File: config.mk
export PLATFORM = sky130hd
export DESIGN_NAME = wb_shared_bus
export DESIGN_NICKNAME = d
export VERILOG_FILES = /design/src/rtl/wb_shared_bus.sv
export SDC_FILE = /design/constraint.sdc
export NUM_CORES = 1
export LEC_CHECK = 0
export BUFFER_PORTS_ARGS = -buffer_cell sky130_fd_sc_hd__buf_2
export CAP_MARGIN = 20
export CELL_PAD_IN_SITES_DETAIL_PLACEMENT = 0
export CELL_PAD_IN_SITES_GLOBAL_PLACEMENT = 1
export CORE_AREA = 10 10 156 158
export DETAILED_ROUTE_END_ITERATION = 10
export DIE_AREA = 0 0 166 168
export PLACE_DENSITY = 0.71
export SLEW_MARGIN = 20
export SYNTH_ARGS = -nofsm -noshare
export SYNTH_HDL_FRONTEND = slang
export SYNTH_SLANG_ARGS = --single-unit
export TNS_END_PERCENT = 50
File: constraint.sdc
create_clock -name clk -period 3 [get_ports clk]
set_input_delay 0.15 -clock clk [delete_from_list [all_inputs] [get_ports clk]]
set_output_delay 0.15 -clock clk [all_outputs]
set_load 0.02 [all_outputs]
File: src/rtl/wb_shared_bus.sv
// Wishbone classic shared-bus interconnect: round-robin arbitration held for the
// whole CYC, slave decode from high address bits, unmapped and timeout bus errors.
module wb_shared_bus #(
  parameter int NUM_MASTERS = 2,
  parameter int NUM_SLAVES  = 4,
  parameter int DEC_MSB     = 31,
  parameter int DEC_LSB     = 28,
  parameter int TIMEOUT     = 255
) (
  input  logic                        clk,
  input  logic                        rst_n,
  input  logic [NUM_MASTERS-1:0]      m_cyc_i,
  input  logic [NUM_MASTERS-1:0]      m_stb_i,
  input  logic [NUM_MASTERS-1:0]      m_we_i,
  input  logic [4*NUM_MASTERS-1:0]    m_sel_i,
  input  logic [32*NUM_MASTERS-1:0]   m_adr_i,
  input  logic [32*NUM_MASTERS-1:0]   m_dat_i,
  output logic [32*NUM_MASTERS-1:0]   m_dat_o,
  output logic [NUM_MASTERS-1:0]      m_ack_o,
  output logic [NUM_MASTERS-1:0]      m_err_o,
  output logic [NUM_SLAVES-1:0]       s_cyc_o,
  output logic [NUM_SLAVES-1:0]       s_stb_o,
  output logic                        s_we_o,
  output logic [3:0]                  s_sel_o,
  output logic [31:0]                 s_adr_o,
  output logic [31:0]                 s_dat_o,
  input  logic [32*NUM_SLAVES-1:0]    s_dat_i,
  input  logic [NUM_SLAVES-1:0]       s_ack_i,
  input  logic [NUM_SLAVES-1:0]       s_err_i,
  output logic [NUM_MASTERS-1:0]      grant_o,
  output logic                        busy_o
);

  localparam int PW = (NUM_MASTERS > 1) ? $clog2(NUM_MASTERS) : 1;
  localparam int DW = DEC_MSB - DEC_LSB + 1;
  localparam int CW = (TIMEOUT > 0) ? $clog2(TIMEOUT + 1) : 1;
  localparam bit TMO_EN = (TIMEOUT > 0);
  localparam logic [CW-1:0] TMO_MAX = CW'(TIMEOUT);

  typedef enum logic {ST_IDLE = 1'b0, ST_BUSY = 1'b1} state_t;

  state_t                 state_r, state_s;
  logic [NUM_MASTERS-1:0] grant_r, grant_s;
  logic [PW-1:0]          ptr_r, ptr_s;
  logic [CW-1:0]          tcnt_r, tcnt_s;
  logic                   uflag_r, uflag_s;
  logic                   uerr_r, uerr_s;
  logic [31:0]            uadr_r, uadr_s;

  logic                   busy_s;
  logic                   g_cyc_s, g_stb_s, g_we_s;
  logic [3:0]             g_sel_s;
  logic [31:0]            g_adr_s, g_dat_s;
  logic [DW-1:0]          dec_idx_s;
  logic                   mapped_s;
  logic [NUM_SLAVES-1:0]  hit_s;
  logic                   sel_ack_s, sel_err_s;
  logic [31:0]            sel_dat_s;
  logic                   tmo_hit_s, tmo_err_s, uerr_out_s, err_s;
  logic                   win_found_s;
  logic [NUM_MASTERS-1:0] win_oh_s;
  logic [PW-1:0]          win_nxt_s;
  logic                   req_s;

  assign busy_s = (state_r == ST_BUSY);

  // Forward the granted master's request; grant_r is one-hot or zero.
  always_comb begin
    g_cyc_s = 1'b0;
    g_stb_s = 1'b0;
    g_we_s  = 1'b0;
    g_sel_s = 4'h0;
    g_adr_s = 32'h0;
    g_dat_s = 32'h0;
    for (int k = 0; k < NUM_MASTERS; k++) begin
      g_cyc_s = g_cyc_s | (grant_r[k] & m_cyc_i[k]);
      g_stb_s = g_stb_s | (grant_r[k] & m_stb_i[k]);
      g_we_s  = g_we_s  | (grant_r[k] & m_we_i[k]);
      g_sel_s = g_sel_s | ({4{grant_r[k]}} & m_sel_i[4*k +: 4]);
      g_adr_s = g_adr_s | ({32{grant_r[k]}} & m_adr_i[32*k +: 32]);
      g_dat_s = g_dat_s | ({32{grant_r[k]}} & m_dat_i[32*k +: 32]);
    end
  end

  assign dec_idx_s = g_adr_s[DEC_MSB:DEC_LSB];
  assign mapped_s  = (32'(dec_idx_s) < 32'(NUM_SLAVES));

  // Slave select and response mux.
  always_comb begin
    hit_s     = '0;
    sel_ack_s = 1'b0;
    sel_err_s = 1'b0;
    sel_dat_s = 32'h0;
    for (int j = 0; j < NUM_SLAVES; j++) begin
      hit_s[j]  = busy_s & mapped_s & (32'(dec_idx_s) == 32'(j));
      sel_ack_s = sel_ack_s | (hit_s[j] & s_ack_i[j]);
      sel_err_s = sel_err_s | (hit_s[j] & s_err_i[j]);
      sel_dat_s = sel_dat_s | ({32{hit_s[j]}} & s_dat_i[32*j +: 32]);
    end
  end

  // Stall timeout: stb is pulled from the slave in the expiry cycle, but a
  // coincident slave ACK still completes the beat and suppresses the error.
  assign tmo_hit_s  = TMO_EN && busy_s && (tcnt_r == TMO_MAX);
  assign tmo_err_s  = tmo_hit_s & g_stb_s & ~sel_ack_s & ~sel_err_s;
  assign uerr_out_s = uerr_r & busy_s;
  assign err_s      = ~sel_ack_s & (sel_err_s | uerr_out_s | tmo_err_s);

  assign s_cyc_o = hit_s & {NUM_SLAVES{g_cyc_s}};
  assign s_stb_o = hit_s & {NUM_SLAVES{g_stb_s & ~tmo_hit_s}};
  assign s_we_o  = g_we_s;
  assign s_sel_o = g_sel_s;
  assign s_adr_o = g_adr_s;
  assign s_dat_o = g_dat_s;
  assign m_dat_o = {NUM_MASTERS{sel_dat_s}};
  assign m_ack_o = grant_r & {NUM_MASTERS{busy_s & sel_ack_s}};
  assign m_err_o = grant_r & {NUM_MASTERS{busy_s & err_s}};
  assign grant_o = grant_r;
  assign busy_o  = busy_s;

  // Round-robin search starting at ptr_r, wrapping modulo NUM_MASTERS.
  always_comb begin
    win_found_s = 1'b0;
    win_oh_s    = '0;
    win_nxt_s   = '0;
    req_s       = 1'b0;
    for (int i = 0; i < NUM_MASTERS; i++) begin
      for (int k = 0; k < NUM_MASTERS; k++) begin
        req_s = m_cyc_i[k] && ((int'(ptr_r) + i == k) || (int'(ptr_r) + i == k + NUM_MASTERS));
        if (req_s && !win_found_s) begin
          win_found_s = 1'b1;
          win_oh_s    = '0;
          win_oh_s[k] = 1'b1;
          win_nxt_s   = (k == NUM_MASTERS - 1) ? '0 : PW'(k + 1);
        end else begin
          win_found_s = win_found_s;
        end
      end
    end
  end

  // Bus ownership next state.
  always_comb begin
    state_s = state_r;
    grant_s = grant_r;
    ptr_s   = ptr_r;
    case (state_r)
      ST_IDLE: begin
        if (win_found_s) begin
          state_s = ST_BUSY;
          grant_s = win_oh_s;
          ptr_s   = win_nxt_s;
        end else begin
          state_s = ST_IDLE;
          grant_s = '0;
        end
      end
      ST_BUSY: begin
        if (!g_cyc_s) begin
          state_s = ST_IDLE;
          grant_s = '0;
        end else begin
          state_s = ST_BUSY;
        end
      end
      default: begin
        state_s = ST_IDLE;
        grant_s = '0;
      end
    endcase
  end

  // Stall counter next value; saturates rather than wrapping.
  always_comb begin
    tcnt_s = tcnt_r;
    if (!TMO_EN || !busy_s || !g_stb_s || sel_ack_s || sel_err_s || uerr_out_s || tmo_hit_s) begin
      tcnt_s = '0;
    end else if (tcnt_r != TMO_MAX) begin
      tcnt_s = tcnt_r + CW'(1);
    end else begin
      tcnt_s = tcnt_r;
    end
  end

  // Unmapped access: one error pulse per beat, a beat being a new stb or address.
  always_comb begin
    uflag_s = uflag_r;
    uerr_s  = 1'b0;
    uadr_s  = uadr_r;
    if (!busy_s || !g_stb_s || mapped_s) begin
      uflag_s = 1'b0;
    end else if (!uflag_r || (g_adr_s != uadr_r)) begin
      uflag_s = 1'b1;
      uerr_s  = 1'b1;
      uadr_s  = g_adr_s;
    end else begin
      uflag_s = uflag_r;
    end
  end

  // State, grant and priority pointer registers.
  always_ff @(posedge clk or negedge rst_n) begin
    if (!rst_n) begin
      state_r <= ST_IDLE;
      grant_r <= '0;
      ptr_r   <= '0;
    end else begin
      state_r <= state_s;
      grant_r <= grant_s;
      ptr_r   <= ptr_s;
    end
  end

  // Error bookkeeping registers.
  always_ff @(posedge clk or negedge rst_n) begin
    if (!rst_n) begin
      tcnt_r  <= '0;
      uflag_r <= 1'b0;
      uerr_r  <= 1'b0;
      uadr_r  <= 32'h0;
    end else begin
      tcnt_r  <= tcnt_s;
      uflag_r <= uflag_s;
      uerr_r  <= uerr_s;
      uadr_r  <= uadr_s;
    end
  end

endmodule

==> results.json, run 1 <==
{
  "status": "completed",
  "htreeDepth": 2,
  "slowest_delay_ps": 530,
  "grt-ovfl-total": 0,
  "place_congestion": 0.8563,
  "powerDensity_mw_per_mm2": 981.3,
  "yosys-top-cells-area": "dfrtp_1 27%, a22oi_1 12%, a22o_1 10%",
  "worstPathBufferInverterCount": 1,
  "post-route-cell-area_mm2": 0.006665,
  "r2r_end": "uadr_r[13]",
  "synth_common_cells": "65 x a22oi_1, 50 x a22o_1, 46 x dfrtp_1",
  "clk_path_buf_depth": 2,
  "cp.required_ps": 3170,
  "crit_path_end": "uadr_r[13]",
  "dp_cells": 1095,
  "crit_type": "flip-flop to flip-flop",
  "vdd_drop_max_mv": 0.5256,
  "path_depth": 7,
  "cts-root-buf": "clkbuf_16",
  "io_buffers": 427,
  "finalHoldViolCount": 0,
  "period_share_pct": 92.37,
  "whs_ps": 200.1,
  "synthCells": 435,
  "rsz0062_at_grt": "no",
  "arrival_ps": 2940,
  "synth_area_leader_cell": "dfrtp_1",
  "clock_sinks": 46,
  "fp-row-count": 54,
  "fin_skew_ps": 9.536,
  "grt_pass1_vias": 5488,
  "fin_setup_tns_ps": 0,
  "ant_nets": 0,
  "core_mm2": 0.02142,
  "area_delta_synth_final_pct": 58.54,
  "wl_per_cell_um": 21.63,
  "dr_total_vias": 5054,
  "min_path_type": "primary input to flip-flop",
  "cp_top_family": "compound AO/OA/AOI/OAI gates",
  "place_area_mm2": 0.006456,
  "syn-num-nets": 716,
  "cap_viol_max_count": 0,
  "cp-end-kind": "flip-flop",
  "die_w_um": 166,
  "worstMarginPinSlew_ps": 612.3,
  "layout_min_cycle_time_ps": 2771,
  "synth_ff_type": "dfrtp_1",
  "ys_ff_latch": 46,
  "p_leak_nw": 3.876,
  "start_util_pct": 19.63,
  "vias_per_cell": 4.537,
  "startpoint": "grant_o[0]",
  "synth.avg_cell_area_um2": 9.664,
  "grt_usage_pct": 15.82,
  "synth-edff-count": 0,
  "synth_seq_area_share_pct": 27.38,
  "relSlewSlack_pct": 59.18,
  "max_freq_mhz": 360.9,
  "crit_path_top_delay_cell": "dfrtp_2",
  "clk_pin_slew_ps": 60,
  "drt_pass1_iterations": 4,
  "synth_most_common_cell": "a22oi_1",
  "finalNonFillerCells": 1114,
  "crit_chain": "a22o_1 > or3b_1 > a2111oi_2 > nand4_1 > o21ai_4 > buf_4 > mux2_4",
  "startpoint_type": "flip-flop",
  "syn-cell-area_mm2": 0.004204,
  "grt_max_degree": 37,
  "finalSetupViolations": 0,
  "drive_gt1_share_pct": 63.41,
  "ff2ff_setup_slack_ps": 230,
  "cts_tree": "done",
  "yosys_warnings": 0,
  "pre_cts_ws_ps": 243.0,
  "yosysTopAreaCellShare_pct": 27.38,
  "routed_wl_mm": 24.09,
  "hpwl_mm": 20.84,
  "reg2reg_from": "grant_o[0]",
  "hold_path_startpoint": "m_adr_i[41]",
  "finalNetCount": 1108,
  "clk_latency_ps": 290,
  "slew_violations": 0,
  "synth.distinct_cells": 47,
  "numCtsBuffers": 5,
  "fp.dieArea_mm2": 0.02789,
  "async_reset_ff_share_pct": 100.0,
  "drt-initial-drc-count": 271,
  "grt_antenna_before_repair": 9,
  "die_h_um": 168,
  "grt_pass1_wl_mm": 34.66,
  "worst_slack_ps": 228.8,
  "drc": 0,
  "reg2reg_depth": 7,
  "n_fill_cell": 2342,
  "num_io_pins": 428,
  "crit_path_max_fanout": 14
}
==> worst min path at each step <==
stage	end	slack, ps	cells past startpoint
after global placement	uadr_r[7]	190	1
final	uadr_r[9]	200	3
after CTS	uadr_r[9]	190	3
after detailed placement	uadr_r[0]	200	1
after floorplan	busy_o	-150	0
after global routing	uadr_r[9]	200	3
==> per-stage QoR <==
stage	utilization (%)	power (mW)
after floorplan	-	4.592
after global placement	30.14	6.007
after detailed placement	30.14	6.018
after CTS	30.90	6.608
after global routing	31.08	6.984
final	31.12	6.541
==> state kept, by name, summed over array words and instances (netlist names) <==
| signal | flops |
|---|---|
| busy_o | 1 |
| grant_o | 2 |
| ptr_r | 1 |
| tcnt_r | 8 |
| uadr_r | 32 |
| uerr_r | 1 |
| uflag_r | 1 |
==> per-layer routing <==
metal | track usage, % | wire [µm]
met5 | 0 | 42
met4 | 3.043 | 243
met2 | 27.82 | 12130
met1 | 18.22 | 9419
met3 | 5.495 | 2258
==> cells in the final DEF (no fill, tap or decap), drive strengths merged <==
master	Yosys	routed
o21ai	5	5
nor3	5	5
clkinv	0	1
dfrtp	46	46
a2111oi	1	1
xor2	30	30
nand2b	2	2
nor2	15	15
dlygate4sd3	0	1
o22ai	1	1
and3	6	6
a22o	67	67
nor4	11	11
diode	0	6
inv	8	8
xnor2	6	6
nor3b	1	1
mux2i	2	2
a21oi	7	7
a22oi	68	68
nand3	4	4
clkbuf	21	6
mux2	32	32
o2111ai	1	1
or2	2	2
o21bai	1	1
nand4	3	3
and2	2	2
nor2b	2	2
ha	1	1
nand2	39	39
or3b	1	1
clkinvlp	0	1
buf	44	449
mux4	1	1
==> logic make-up after synthesis <==
| logic type | synth area share [%] |
|---|---|
| xor+xnor | 7.500 |
| simple gates | 11.10 |
| buf+inv | 11.61 |
| flops | 27.38 |
| mux | 12.17 |
| fa+ha+maj | 0.2976 |
| compound gates | 29.94 |
==> final cells by class <==
class,instances,area (µm²),area share [%]
multi-input cells,316,2587,38.82
repair buffers,450,2375,35.63
flip-flops and latches,46,1154,17.31
well taps,280,350.3,5.256
clock buffers,6,138.9,2.084
inverters,8,32.53,0.4881
diodes,6,15.01,0.2253
clock inverters,2,12.51,0.1877
==> tightest hold or removal path, stage by stage <==
cell     delay [ps]
buf_2            80
a22oi_2          70
a21oi_1         130
==> where the power goes <==
part           internal (mW)  switching, mW
Sequential             0.838          0.224
Combinational           1.91           3.01
Clock                  0.330          0.230
Total                   3.08           3.46
==> timing repair <==
| item | 4_1_cts | 5_1_grt |
|---|---|---|
| hold buffers | 1 | 0 |
| gates resized for setup | 0 | 1 |
| endpoints found under the hold margin | 25 | 0 |
| setup buffers | 0 | 4 |
| endpoints found under the setup margin | 0 | 4 |
Note: power is estimated with default switching activity, not from simulation.
==> run 2: changes to the inputs <==
--- a/config.mk
+++ b/config.mk
@@ -5,14 +5,15 @@
 export SDC_FILE = /design/constraint.sdc
 export NUM_CORES = 1
 export LEC_CHECK = 0
+export ABC_AREA = 1
 export BUFFER_PORTS_ARGS = -buffer_cell sky130_fd_sc_hd__buf_2
 export CAP_MARGIN = 20
-export CELL_PAD_IN_SITES_DETAIL_PLACEMENT = 0
+export CELL_PAD_IN_SITES_DETAIL_PLACEMENT = 1
 export CELL_PAD_IN_SITES_GLOBAL_PLACEMENT = 1
-export CORE_AREA = 10 10 156 158
+export CORE_AREA = 10 10 157 159
 export DETAILED_ROUTE_END_ITERATION = 10
-export DIE_AREA = 0 0 166 168
-export PLACE_DENSITY = 0.71
+export DIE_AREA = 0 0 167 169
+export PLACE_DENSITY = 0.78
 export SLEW_MARGIN = 20
 export SYNTH_ARGS = -nofsm -noshare
 export SYNTH_HDL_FRONTEND = slang
==> results.json, run 2 <==
{
  "status": "completed",
  "cp-end-kind": "primary output",
  "grt_pass1_vias": 6942,
  "cts_tree": "done",
  "fp.dieArea_mm2": 0.02822,
  "synth.distinct_cells": 25,
  "crit_path_max_fanout": 29,
  "slew_violations": 0,
  "vdd_drop_max_mv": 0.2734,
  "most-common-layout-cells": "427 x buf_2, 341 x nand2_1, 59 x nand3_1",
  "pre_cts_ws_ps": 314.5,
  "cp_common_cell": "nand2_1",
  "wl_per_cell_um": 19.40,
  "path_depth": 9,
  "finalSetupViolations": 0,
  "worstPathBufferInverterCount": 3,
  "crit_path_top_delay_cell": "dfrtp_4",
  "grt_antenna_before_repair": 1,
  "synthAdderAreaFrac_pct": 0.2739,
  "clock_sinks": 46,
  "grt_max_degree": 34,
  "routed_wl_mm": 27.18,
  "hpwl_mm": 23.55,
  "place_congestion": 0.8979,
  "final_core_util_pct": 31.78,
  "finalHoldViolCount": 0,
  "arrival_ps": 2660,
  "htreeDepth": 2,
  "clk_pin_slew_ps": 60,
  "grt_pass1_wl_mm": 40.90,
  "grt_usage_pct": 17.95,
  "synth_compound_area_share_pct": 8.491,
  "synth_seq_area_share_pct": 25.20,
  "ant_nets": 0,
  "largest_reg_flops": 32,
  "grt-ovfl-total": 0,
  "syn-num-nets": 1021,
  "synth_mux_area_share_pct": 0,
  "drt-initial-drc-count": 338,
  "layout_min_cycle_time_ps": 2815,
  "start_util_pct": 21.19,
  "synth-edff-count": 0,
  "cap_viol_max_count": 0,
  "async_reset_ff_share_pct": 100.0,
  "startpoint": "grant_o[1]",
  "max_freq_mhz": 355.3,
  "synthSimpleGateAreaFrac_pct": 48.59,
  "clk_path_buf_depth": 2,
  "numCtsBuffers": 5,
  "startpoint_type": "flip-flop",
  "fin_skew_ps": 6.363,
  "drc": 0,
  "yosys_warnings": 0,
  "synth.avg_cell_area_um2": 6.173,
  "synthCells": 740,
  "num_io_pins": 428,
  "synthXorXnorAreaFrac_pct": 2.876,
  "vias_per_cell": 4.530,
  "yosysTopAreaCellShare_pct": 28.02,
  "ys_ff_latch": 46,
  "worst_slack_ps": 185.3,
  "p_leak_nw": 4.071,
  "worstMarginPinSlew_ps": 723.7,
  "yosys-top-cells-area": "nand2_1 28%, dfrtp_1 25%, a22o_1 7.1%",
  "drt_pass1_iterations": 4,
  "clk_latency_ps": 290,
  "area_delta_synth_final_pct": 49.96,
  "regMostFlops": "uadr_r",
  "synth_top_family_by_area": "simple AND/OR/NAND/NOR gates",
  "r2r_end": "uadr_r[17]",
  "whs_path_depth": 3,
  "reg2reg_depth": 9,
  "syn-cell-area_mm2": 0.004568,
  "cts-root-buf": "clkbuf_16",
  "synth_ff_type": "dfrtp_1",
  "fp-row-count": 54,
  "dr_total_vias": 6347,
  "ff2ff_setup_slack_ps": 540,
  "synth_most_common_cell": "nand2_1",
  "relSlewSlack_pct": 51.75,
  "synth_area_leader_cell": "nand2_1",
  "die_w_um": 167,
  "core_mm2": 0.02155,
  "cp.required_ps": 2850,
  "slowest_delay_ps": 650,
  "rsz0062_at_grt": "no",
  "crit_path_end": "m_dat_o[41]",
  "period_share_pct": 93.82,
  "drive_gt1_share_pct": 44.11,
  "final_common_cell": "buf_2",
  "fin_setup_tns_ps": 0,
  "synth_common_cells": "341 x nand2_1, 59 x nand3_1, 46 x dfrtp_1",
  "io_buffers": 427,
  "crit_chain": "nand2_1 > nand2_1 > nor2_1 > nand4_1 > inv_2 > buf_4 > nand2_1 > nand4_1 > buf_2",
  "crit_type": "flip-flop to primary output",
  "die_h_um": 169,
  "min_path_type": "primary input to flip-flop",
  "finalNetCount": 1400,
  "cp_top_family": "simple AND/OR/NAND/NOR gates",
  "reg2reg_from": "grant_o[0]",
  "powerDensity_mw_per_mm2": 847.6
}
[run 2: routing by layer]
layer,vias up,routed length (µm),track usage (%)
met5,-,0,0
met4,0,324,3.436
met3,18,2075,5.373
met2,260,13860,32.42
met1,2964,10920,20.49
li1,3105,-,-
[run 2: how the worst min path moves through the flow]
stage / slack (ps) / to / from
after floorplan: -150 / busy_o / rst_n
after global placement: 240 / uflag_r / rst_n
after detailed placement: 240 / uadr_r[18] / rst_n
after CTS: 140 / busy_o / m_cyc_i[0]
after global routing: 180 / busy_o / m_cyc_i[0]
final: 150 / busy_o / m_cyc_i[0]
[run 2: kinds of logic after synthesis]
kind of cell | count (synthesis)
xor gates and xnor gates | 15
AOI/OAI and AO/OA | 46
buffers and inverters | 115
DFF | 46
adders and majority gates | 1
and+or+nand+nor | 517
[run 2: cell type report]
cell class / count / area (µm²)
multi-input combinational: 579 / 2756
clock buffer: 6 / 128.9
antenna: 1 / 2.502
fill: 2885 / 14700
clock inverter: 2 / 13.76
sequential: 46 / 1156
inverter: 46 / 172.7
timing repair buffer: 441 / 2270
tap: 280 / 350.3
[run 2: where the power goes]
part | switching (mW) | internal [mW]
logic | 2.84 | 1.36
clock network | 0.248 | 0.310
registers | 0.221 | 0.822
[run 2: through the flow]
stage / power (mW) / std cells / hold WS [ps] / instance area (µm²)
after floorplan: 3.991 / 740 / -145.6 / 4568
after global placement: 5.244 / 1391 / 235.8 / 6688
after detailed placement: 5.305 / 1391 / 239.0 / 6688
after CTS: 5.887 / 1400 / 144.5 / 6840
after global routing: 6.317 / 1401 / 181.8 / 6850
final: 5.806 / 1401 / 152.0 / 6850
[run 2: repair_timing]
item	CTS	global route
hold buffers	1	0
setup endpoints to repair	0	53
endpoints found under the hold margin	28	0
setup buffers	0	0
resized for setup	0	2
[run 2: tightest hold or removal path: cells and delay by family]
family | cells | cell delay [ps]
and+or+nand+nor | 2 | 150
buffers and inverters | 1 | 100
